### config.mk
export PLATFORM = sky130hd
export DESIGN_NAME = isa_core_mc_flat
export DESIGN_NICKNAME = d
export VERILOG_FILES = /design/src/rtl/isa_core_mc_if.sv /design/src/rtl/isa_core_mc.sv /design/src/flat_wrapper.sv
export SDC_FILE = /design/constraint.sdc
export NUM_CORES = 1
export LEC_CHECK = 0
export BUFFER_PORTS_ARGS = -buffer_cell sky130_fd_sc_hd__buf_2
export CORE_MARGIN = 5
export CORE_UTILIZATION = 45
export CTS_CLUSTER_DIAMETER = 200
export CTS_CLUSTER_SIZE = 8
export DETAILED_ROUTE_END_ITERATION = 16
export PLACE_DENSITY = 0.66
export SLEW_MARGIN = 20
export SYNTH_ARGS = -nofsm -noshare
export SYNTH_HDL_FRONTEND = slang
export SYNTH_SLANG_ARGS = --single-unit
### constraint.sdc
create_clock -name clk -period 2.89 [get_ports clk]
set_input_delay 0.289 -clock clk [delete_from_list [all_inputs] [get_ports clk]]
set_output_delay 0.289 -clock clk [all_outputs]
set_load 0.01 [all_outputs]
### src/rtl/isa_core_mc_if.sv
`default_nettype none
// ============================================================================
// Module      : isa_core_mc_if
// Description : Memory bus between the multicycle core and a shared
//               program/data RAM. Request/acknowledge handshake with
//               support for any number of wait states.
// Revision    : 1.0 - initial release
// ----------------------------------------------------------------------------
// Signals
//   mem_req   : access request, held for the whole access
//   mem_we    : 1 = write, 0 = read (valid while mem_req = 1)
//   mem_addr  : word address, MSB selects the data half
//   mem_wdata : write data
//   mem_rdata : read data, taken on the edge where mem_ack = 1
//   mem_ack   : access complete; may already be high in the first req cycle
// Modports
//   master    : core side
//   slave     : memory side
// ============================================================================
interface isa_core_mc_if #(
    parameter int FW = 4
) ();
    localparam int IW = 2 + 3 * FW;
    localparam int AW = FW + 1;

    logic          mem_req;
    logic          mem_we;
    logic [AW-1:0] mem_addr;
    logic [IW-1:0] mem_wdata;
    logic [IW-1:0] mem_rdata;
    logic          mem_ack;

    modport master (
        output mem_req,
        output mem_we,
        output mem_addr,
        output mem_wdata,
        input  mem_rdata,
        input  mem_ack
    );

    modport slave (
        input  mem_req,
        input  mem_we,
        input  mem_addr,
        input  mem_wdata,
        output mem_rdata,
        output mem_ack
    );
endinterface
`default_nettype wire

### src/rtl/isa_core_mc.sv
`default_nettype none
// ============================================================================
// Module      : isa_core_mc
// Description : Parametrised multicycle three-operand core. One shared
//               memory holds the program (address MSB = 0) and the data
//               (address MSB = 1). Instruction word = {op, a, b, c}.
//                 00 ADD  : D[a] <= D[b] + D[c]
//                 01 SUB  : D[a] <= D[b] - D[c]
//                 10 BZ   : if D[b] == 0 then pc <= a
//                 11 HALT
// Revision    : 1.0 - initial release
// ----------------------------------------------------------------------------
// Parameters
//   FW             : operand field width, also the PC width
// Ports
//   clk            : system clock, rising edge
//   rst_n          : asynchronous active-low reset
//   start_i        : one-cycle pulse, starts execution at PC = 0 from
//                    IDLE or HALT; ignored while busy
//   mem            : memory bus (master side)
//   resultado_o    : last value written to data memory
//   result_valid_o : one-cycle pulse in the cycle after each data write
//   carry_o        : carry (ADD) or borrow (SUB) of the last ALU op
//   pc_o           : current program counter
//   busy_o         : high in every state except IDLE and HALT
//   halted_o       : high in HALT
// ============================================================================
module isa_core_mc #(
    parameter int FW = 4
) (
    input  logic              clk,
    input  logic              rst_n,
    input  logic              start_i,
    isa_core_mc_if.master     mem,
    output logic [2+3*FW-1:0] resultado_o,
    output logic              result_valid_o,
    output logic              carry_o,
    output logic [FW-1:0]     pc_o,
    output logic              busy_o,
    output logic              halted_o
);

    localparam int IW = 2 + 3 * FW;
    localparam int AW = FW + 1;

    localparam logic [1:0]    OP_ADD  = 2'b00;
    localparam logic [1:0]    OP_SUB  = 2'b01;
    localparam logic [1:0]    OP_BZ   = 2'b10;
    localparam logic [1:0]    OP_HALT = 2'b11;

    localparam logic [FW-1:0] PC_ONE  = {{(FW-1){1'b0}}, 1'b1};

    typedef enum logic [2:0] {
        S_IDLE   = 3'd0,
        S_FETCH  = 3'd1,
        S_DECODE = 3'd2,
        S_RD_B   = 3'd3,
        S_RD_C   = 3'd4,
        S_EXEC   = 3'd5,
        S_WR     = 3'd6,
        S_HALT   = 3'd7
    } state_t;

    // ------------------------------------------------------------------------
    // Architectural and control registers
    // ------------------------------------------------------------------------
    state_t        state_q;
    logic [FW-1:0] pc_q;
    logic [IW-1:0] ir_q;
    logic [IW-1:0] opb_q;
    logic [IW-1:0] opc_q;
    logic [IW-1:0] result_q;      // ALU result, also drives mem_wdata in WR
    logic [IW-1:0] resultado_q;
    logic          carry_q;
    logic          valid_q;

    // Bus outputs are registered so they are glitch-free and stay put
    // until the acknowledging edge.
    logic          req_q;
    logic          we_q;
    logic [AW-1:0] addr_q;
    logic          busy_q;
    logic          halted_q;

    // ------------------------------------------------------------------------
    // Instruction fields and datapath
    // ------------------------------------------------------------------------
    logic [1:0]    w_op;
    logic [FW-1:0] w_a;
    logic [FW-1:0] w_b;
    logic [FW-1:0] w_c;
    logic [IW:0]   w_alu;
    logic [FW-1:0] w_pc_inc;
    logic [FW-1:0] w_bz_pc;

    assign w_op = ir_q[IW-1:IW-2];
    assign w_a  = ir_q[3*FW-1:2*FW];
    assign w_b  = ir_q[2*FW-1:FW];
    assign w_c  = ir_q[FW-1:0];

    // One extra bit: carry-out for ADD; for SUB the top bit of the
    // zero-extended difference is set exactly when opb < opc (borrow).
    always_comb begin
        w_alu = '0;
        if (w_op == OP_SUB) begin
            w_alu = {1'b0, opb_q} - {1'b0, opc_q};
        end else begin
            w_alu = {1'b0, opb_q} + {1'b0, opc_q};
        end
    end

    assign w_pc_inc = pc_q + PC_ONE;

    // pc already points past the branch when EXEC runs, so a taken
    // branch simply replaces it.
    assign w_bz_pc  = (opb_q == '0) ? w_a : pc_q;

    // ------------------------------------------------------------------------
    // Control FSM with registered outputs
    // ------------------------------------------------------------------------
    always_ff @(posedge clk or negedge rst_n) begin
        if (!rst_n) begin
            state_q     <= S_IDLE;
            pc_q        <= '0;
            ir_q        <= '0;
            opb_q       <= '0;
            opc_q       <= '0;
            result_q    <= '0;
            resultado_q <= '0;
            carry_q     <= 1'b0;
            valid_q     <= 1'b0;
            req_q       <= 1'b0;
            we_q        <= 1'b0;
            addr_q      <= '0;
            busy_q      <= 1'b0;
            halted_q    <= 1'b0;
        end else begin
            valid_q <= 1'b0;

            case (state_q)
                S_IDLE, S_HALT: begin
                    if (start_i) begin
                        pc_q     <= '0;
                        req_q    <= 1'b1;
                        we_q     <= 1'b0;
                        addr_q   <= '0;
                        busy_q   <= 1'b1;
                        halted_q <= 1'b0;
                        state_q  <= S_FETCH;
                    end
                end

                S_FETCH: begin
                    if (mem.mem_ack) begin
                        ir_q    <= mem.mem_rdata;
                        pc_q    <= w_pc_inc;
                        req_q   <= 1'b0;
                        state_q <= S_DECODE;
                    end
                end

                S_DECODE: begin
                    if (w_op == OP_HALT) begin
                        busy_q   <= 1'b0;
                        halted_q <= 1'b1;
                        state_q  <= S_HALT;
                    end else begin
                        req_q   <= 1'b1;
                        we_q    <= 1'b0;
                        addr_q  <= {1'b1, w_b};
                        state_q <= S_RD_B;
                    end
                end

                S_RD_B: begin
                    if (mem.mem_ack) begin
                        opb_q <= mem.mem_rdata;
                        if (w_op == OP_BZ) begin
                            req_q   <= 1'b0;
                            state_q <= S_EXEC;
                        end else begin
                            // Second operand read follows back to back.
                            addr_q  <= {1'b1, w_c};
                            state_q <= S_RD_C;
                        end
                    end
                end

                S_RD_C: begin
                    if (mem.mem_ack) begin
                        opc_q   <= mem.mem_rdata;
                        req_q   <= 1'b0;
                        state_q <= S_EXEC;
                    end
                end

                S_EXEC: begin
                    if (w_op == OP_BZ) begin
                        pc_q    <= w_bz_pc;
                        req_q   <= 1'b1;
                        we_q    <= 1'b0;
                        addr_q  <= {1'b0, w_bz_pc};
                        state_q <= S_FETCH;
                    end else begin
                        result_q <= w_alu[IW-1:0];
                        carry_q  <= w_alu[IW];
                        req_q    <= 1'b1;
                        we_q     <= 1'b1;
                        addr_q   <= {1'b1, w_a};
                        state_q  <= S_WR;
                    end
                end

                S_WR: begin
                    if (mem.mem_ack) begin
                        resultado_q <= result_q;
                        valid_q     <= 1'b1;
                        we_q        <= 1'b0;
                        addr_q      <= {1'b0, pc_q};
                        state_q     <= S_FETCH;
                    end
                end

                default: begin
                    req_q    <= 1'b0;
                    we_q     <= 1'b0;
                    busy_q   <= 1'b0;
                    halted_q <= 1'b0;
                    state_q  <= S_IDLE;
                end
            endcase
        end
    end

    // ------------------------------------------------------------------------
    // Outputs
    // ------------------------------------------------------------------------
    assign mem.mem_req    = req_q;
    assign mem.mem_we     = we_q;
    assign mem.mem_addr   = addr_q;
    assign mem.mem_wdata  = result_q;

    assign resultado_o    = resultado_q;
    assign result_valid_o = valid_q;
    assign carry_o        = carry_q;
    assign pc_o           = pc_q;
    assign busy_o         = busy_q;
    assign halted_o       = halted_q;

endmodule
`default_nettype wire

### src/flat_wrapper.sv
// flat-port wrapper written by rule: the top's interface ports become plain ports
module isa_core_mc_flat 
#(
    parameter int FW = 4
)
  (clk, rst_n, start_i, resultado_o, result_valid_o, carry_o, pc_o, busy_o, halted_o, mem_mem_req, mem_mem_we, mem_mem_addr, mem_mem_wdata, mem_mem_rdata, mem_mem_ack);
  isa_core_mc_if #(.FW(FW)) mem_i ();
  input  logic clk;
  input  logic rst_n;
  input  logic start_i;
  output logic [2+3*FW-1:0] resultado_o;
  output logic result_valid_o;
  output logic carry_o;
  output logic [FW-1:0] pc_o;
  output logic busy_o;
  output logic halted_o;
  output wire logic [$bits(mem_i.mem_req)-1:0] mem_mem_req;
  output wire logic [$bits(mem_i.mem_we)-1:0] mem_mem_we;
  output wire logic [$bits(mem_i.mem_addr)-1:0] mem_mem_addr;
  output wire logic [$bits(mem_i.mem_wdata)-1:0] mem_mem_wdata;
  input wire logic [$bits(mem_i.mem_rdata)-1:0] mem_mem_rdata;
  input wire logic [$bits(mem_i.mem_ack)-1:0] mem_mem_ack;
  assign mem_mem_req = mem_i.mem_req;
  assign mem_mem_we = mem_i.mem_we;
  assign mem_mem_addr = mem_i.mem_addr;
  assign mem_mem_wdata = mem_i.mem_wdata;
  assign mem_i.mem_rdata = mem_mem_rdata;
  assign mem_i.mem_ack = mem_mem_ack;
  isa_core_mc #(.FW(FW)) u_core (.clk(clk), .rst_n(rst_n), .start_i(start_i), .mem(mem_i), .resultado_o(resultado_o), .result_valid_o(result_valid_o), .carry_o(carry_o), .pc_o(pc_o), .busy_o(busy_o), .halted_o(halted_o));
endmodule
==> impl_metrics.env <==
export IMPL_max_cap_violations=0
export IMPL_drive_gt1_share_pct=31.20
export IMPL_diodes=0
export IMPL_place_congestion=0.8480
export IMPL_avgSynthCellArea_um2=9.793
export IMPL_syn2layout_area_growth_pct=20.43
export IMPL_fin_hold_ws_ps=173.2
export IMPL_ys_async_sr_fraction_pct=100.0
export IMPL_ir_worst_vdd_mv=0.5940
export IMPL_hold_viol=0
export IMPL_cts_tree="built"
export IMPL_hpwl_um=8860
export IMPL_powerDensity_nw_per_um2=1487
export IMPL_final_common_cell="dfrtp_1"
export IMPL_grt_pass1_wl_um=19350
export IMPL_worstSetupStartpointType="flip-flop"
export IMPL_coreArea_um2=10890
export IMPL_wire_per_inst_um=15.80
export IMPL_layout_nets=639
export IMPL_routed_via_density=5.479
export IMPL_max_stage_delay_ps=550
export IMPL_ys_flop_type="dfrtp_1"
export IMPL_clkTransAtPathRegs_ps=90
export IMPL_rows=38
export IMPL_htree_num_levels=3
export IMPL_clk_latency_ps=370
export IMPL_cp_buffers_inverters=0
export IMPL_required_ps=3140
export IMPL_die_area_um2=13400
export IMPL_vias=4104
export IMPL_drt_pass1_iterations=4
export IMPL_crit_slowest_cell="or4_4"
export IMPL_grt_ovfl_total=0
export IMPL_rsz0062_at_grt="yes"
export IMPL_start_util_pct=46.23
export IMPL_final_max_slew_violation_count=0
export IMPL_post_route_drc_count=0
export IMPL_dp_cells=728
export IMPL_path_cells="or4_4 > nand2b_4 > o41ai_4 > xor2_1 > ha_1 > and3_4 > or4_4 > o21a_1 > a311o_1"
export IMPL_critPathArrivalTime_ps=3320
export IMPL_synthesis_nets=549
export IMPL_antenna_found_initial=0
export IMPL_cts_root_buffer="clkbuf_8"
export IMPL_io_buffers=60
export IMPL_grt_max_degree=52
export IMPL_cts_sinks=88
export IMPL_die_w_um=115.8
export IMPL_period_share_pct=106.0
export IMPL_layout_setup_ws_ps=-174.4
export IMPL_grt_pass1_vias=3892
export IMPL_final_cell_mix="88 x dfrtp_1, 81 x nand2_1, 59 x buf_2, 45 x buf_4, 42 x mux2_2"
export IMPL_synth_edf_count=0
export IMPL_syn_cell_area_um2=5034
export IMPL_fp_dieH_um=115.8
export IMPL_finalSetupTns_ps=-174.4
export IMPL_fmax_mhz=326.3
export IMPL_crit_path_end_kind="flip-flop"
export IMPL_final_setup_viol_count=1
export IMPL_totalWireLength_um=11830
export IMPL_synth_seq_cells=88
export IMPL_crit_family="simple AND/OR/NAND/NOR gates"
export IMPL_antenna_left=0
export IMPL_total_power_w=0.009017
export IMPL_io_pins=61
export IMPL_grt_use_total_pct=18.39
export IMPL_critPathMaxFanout=3
export IMPL_tightest_slew_ps=694.3
export IMPL_ys_types=67
export IMPL_clk_path_buf_depth=2
export IMPL_fin_skew_ps=8.680
export IMPL_finalCriticalPeriod_ps=3064
export IMPL_ys_warn_count=0
export IMPL_drt_initial_drc_count=256
export IMPL_synth_seq_area_share_pct=43.75
export IMPL_final_cell_count_no_fill=749
export IMPL_crit_type="flip-flop to flip-flop"
export IMPL_cpMostUsedCell="or4_4"
export IMPL_cts_buffers=9
export IMPL_slew_headroom_pct=53.66
export IMPL_violations="setup timing"
export IMPL_p_leak_nw=2.853
export IMPL_hold_class="input pin to flip-flop"
export IMPL_syn_inst=514
export IMPL_status="complete, but fails checks"
## state kept, by name, indices dropped and copies added, names as in the netlist
register,flops
u_core.busy_o,1
u_core.opc_q,14
u_core.state_q,3
u_core.opb_q,14
u_core.mem.mem_we,1
u_core.result_valid_o,1
u_core.ir_q,14
u_core.pc_o,4
u_core.mem.mem_req,1
u_core.carry_o,1
u_core.mem.mem_addr,5
u_core.mem.mem_wdata,14
u_core.resultado_o,14
u_core.halted_o,1
## synthesized netlist by cell type, types with 3 or more instances
master / number / area [um2]
dfrtp_1: 88 / 2202
nand2_1: 83 / 311.6
mux2_2: 42 / 473.0
o21ai_0: 39 / 195.2
a21oi_1: 22 / 110.1
nor2_1: 20 / 75.07
ha_1: 16 / 200.2
nand2b_1: 15 / 93.84
buf_2: 14 / 70.07
nand3_1: 12 / 60.06
xor2_1: 11 / 96.34
inv_1: 10 / 37.54
xnor2_1: 10 / 87.58
clkbuf_1: 9 / 33.78
nor2b_1: 7 / 43.79
nor3_1: 7 / 35.03
mux2i_1: 6 / 60.06
nor4_1: 6 / 37.54
o31ai_1: 6 / 45.04
a31oi_1: 5 / 31.28
and3_1: 5 / 31.28
nand3b_1: 5 / 37.54
o21a_1: 5 / 37.54
a21boi_0: 4 / 30.03
o211ai_1: 4 / 30.03
and2_1: 3 / 18.77
buf_6: 3 / 33.78
o22ai_1: 3 / 18.77
## power by group
group	internal (W)	switching (W)	leakage, nW
registers	0.00179	0.000469	1.09
logic	0.00273	0.00296	1.63
clock network	0.000602	0.000457	0.127
## metrics by stage
stage                     area, um2  setup WS, ps  utilization (%)
after floorplan                5045        -212.9                -
after global placement         5685        -197.1            52.22
after detailed placement       5685        -252.0            52.22
after CTS                      5973        -165.7            54.86
after global routing           6062        -252.3            55.68
final                          6062        -174.4            55.68
## cells by family (layout without fill, tap and decap cells)
kind of cell,count (synthesis),after routing,synth area share (%)
and+or+nand+nor,178,178,17.08
buffers and inverters,38,133,3.778
xor gates and xnor gates,21,21,3.654
muxes,48,48,10.59
DFF,88,88,43.75
adders and majority gates,17,17,4.375
AOI/OAI and AO/OA,124,124,16.78
## layer usage
layer  part of all wire (%)  vias to the layer above  wire length, um  global-route usage (%)
met5                      0                        -                0                       0
met4                    1.7                        0              199                   6.806
met3                    4.5                       17              534                   2.715
met2                     45                       89             5345                   28.04
met1                     49                     1979             5753                   26.68
li1                       -                     2019                -                       -
## repair_timing
action                                 in CTS  in global routing
setup endpoints to repair                   4                  6
pin swaps                                   5                 11
setup buffers                               1                  5
endpoints found under the hold margin      49                  0
resized for setup                           2                 19
hold buffers                                1                  0
## worst paths after layout
kind / start / endpoint / slack (ps) / depth (start not counted)
worst max-delay path: u_core.opc_q[3] / u_core.mem.mem_wdata[13] / -170 / 9
worst min-delay path: mem_mem_rdata[8] / u_core.ir_q[8] / 170 / 3
worst max register to register: u_core.opc_q[3] / u_core.mem.mem_wdata[13] / -170 / 9
worst min register to register: u_core.resultado_o[10] / u_core.resultado_o[10] / 470 / 2
max in group asynchronous: rst_n / u_core.resultado_o[2] / 1680 / 3
min in group asynchronous: rst_n / u_core.opc_q[11] / 480 / 2
## cell type report
| type | count | area [um2] |
|---|---|---|
| Sequential cell | 88 | 2202 |
| Clock buffer | 10 | 137.6 |
| Inverter | 10 | 37.54 |
| Clock inverter | 6 | 116.4 |
| Fill cell | 984 | 4826 |
| Multi-Input combinational cell | 388 | 2728 |
| Tap cell | 140 | 175.2 |
| Timing Repair Buffer | 107 | 665.6 |
## worst register-to-register path, delay by kind of cell (launching register included)
kind,cells,cell delay [ps]
AOI/OAI and AO/OA,3,670
adders and majority gates,1,280
DFF,1,400
xor gates and xnor gates,1,180
and+or+nand+nor,4,1410
Power figures use the tool's default switching activity.
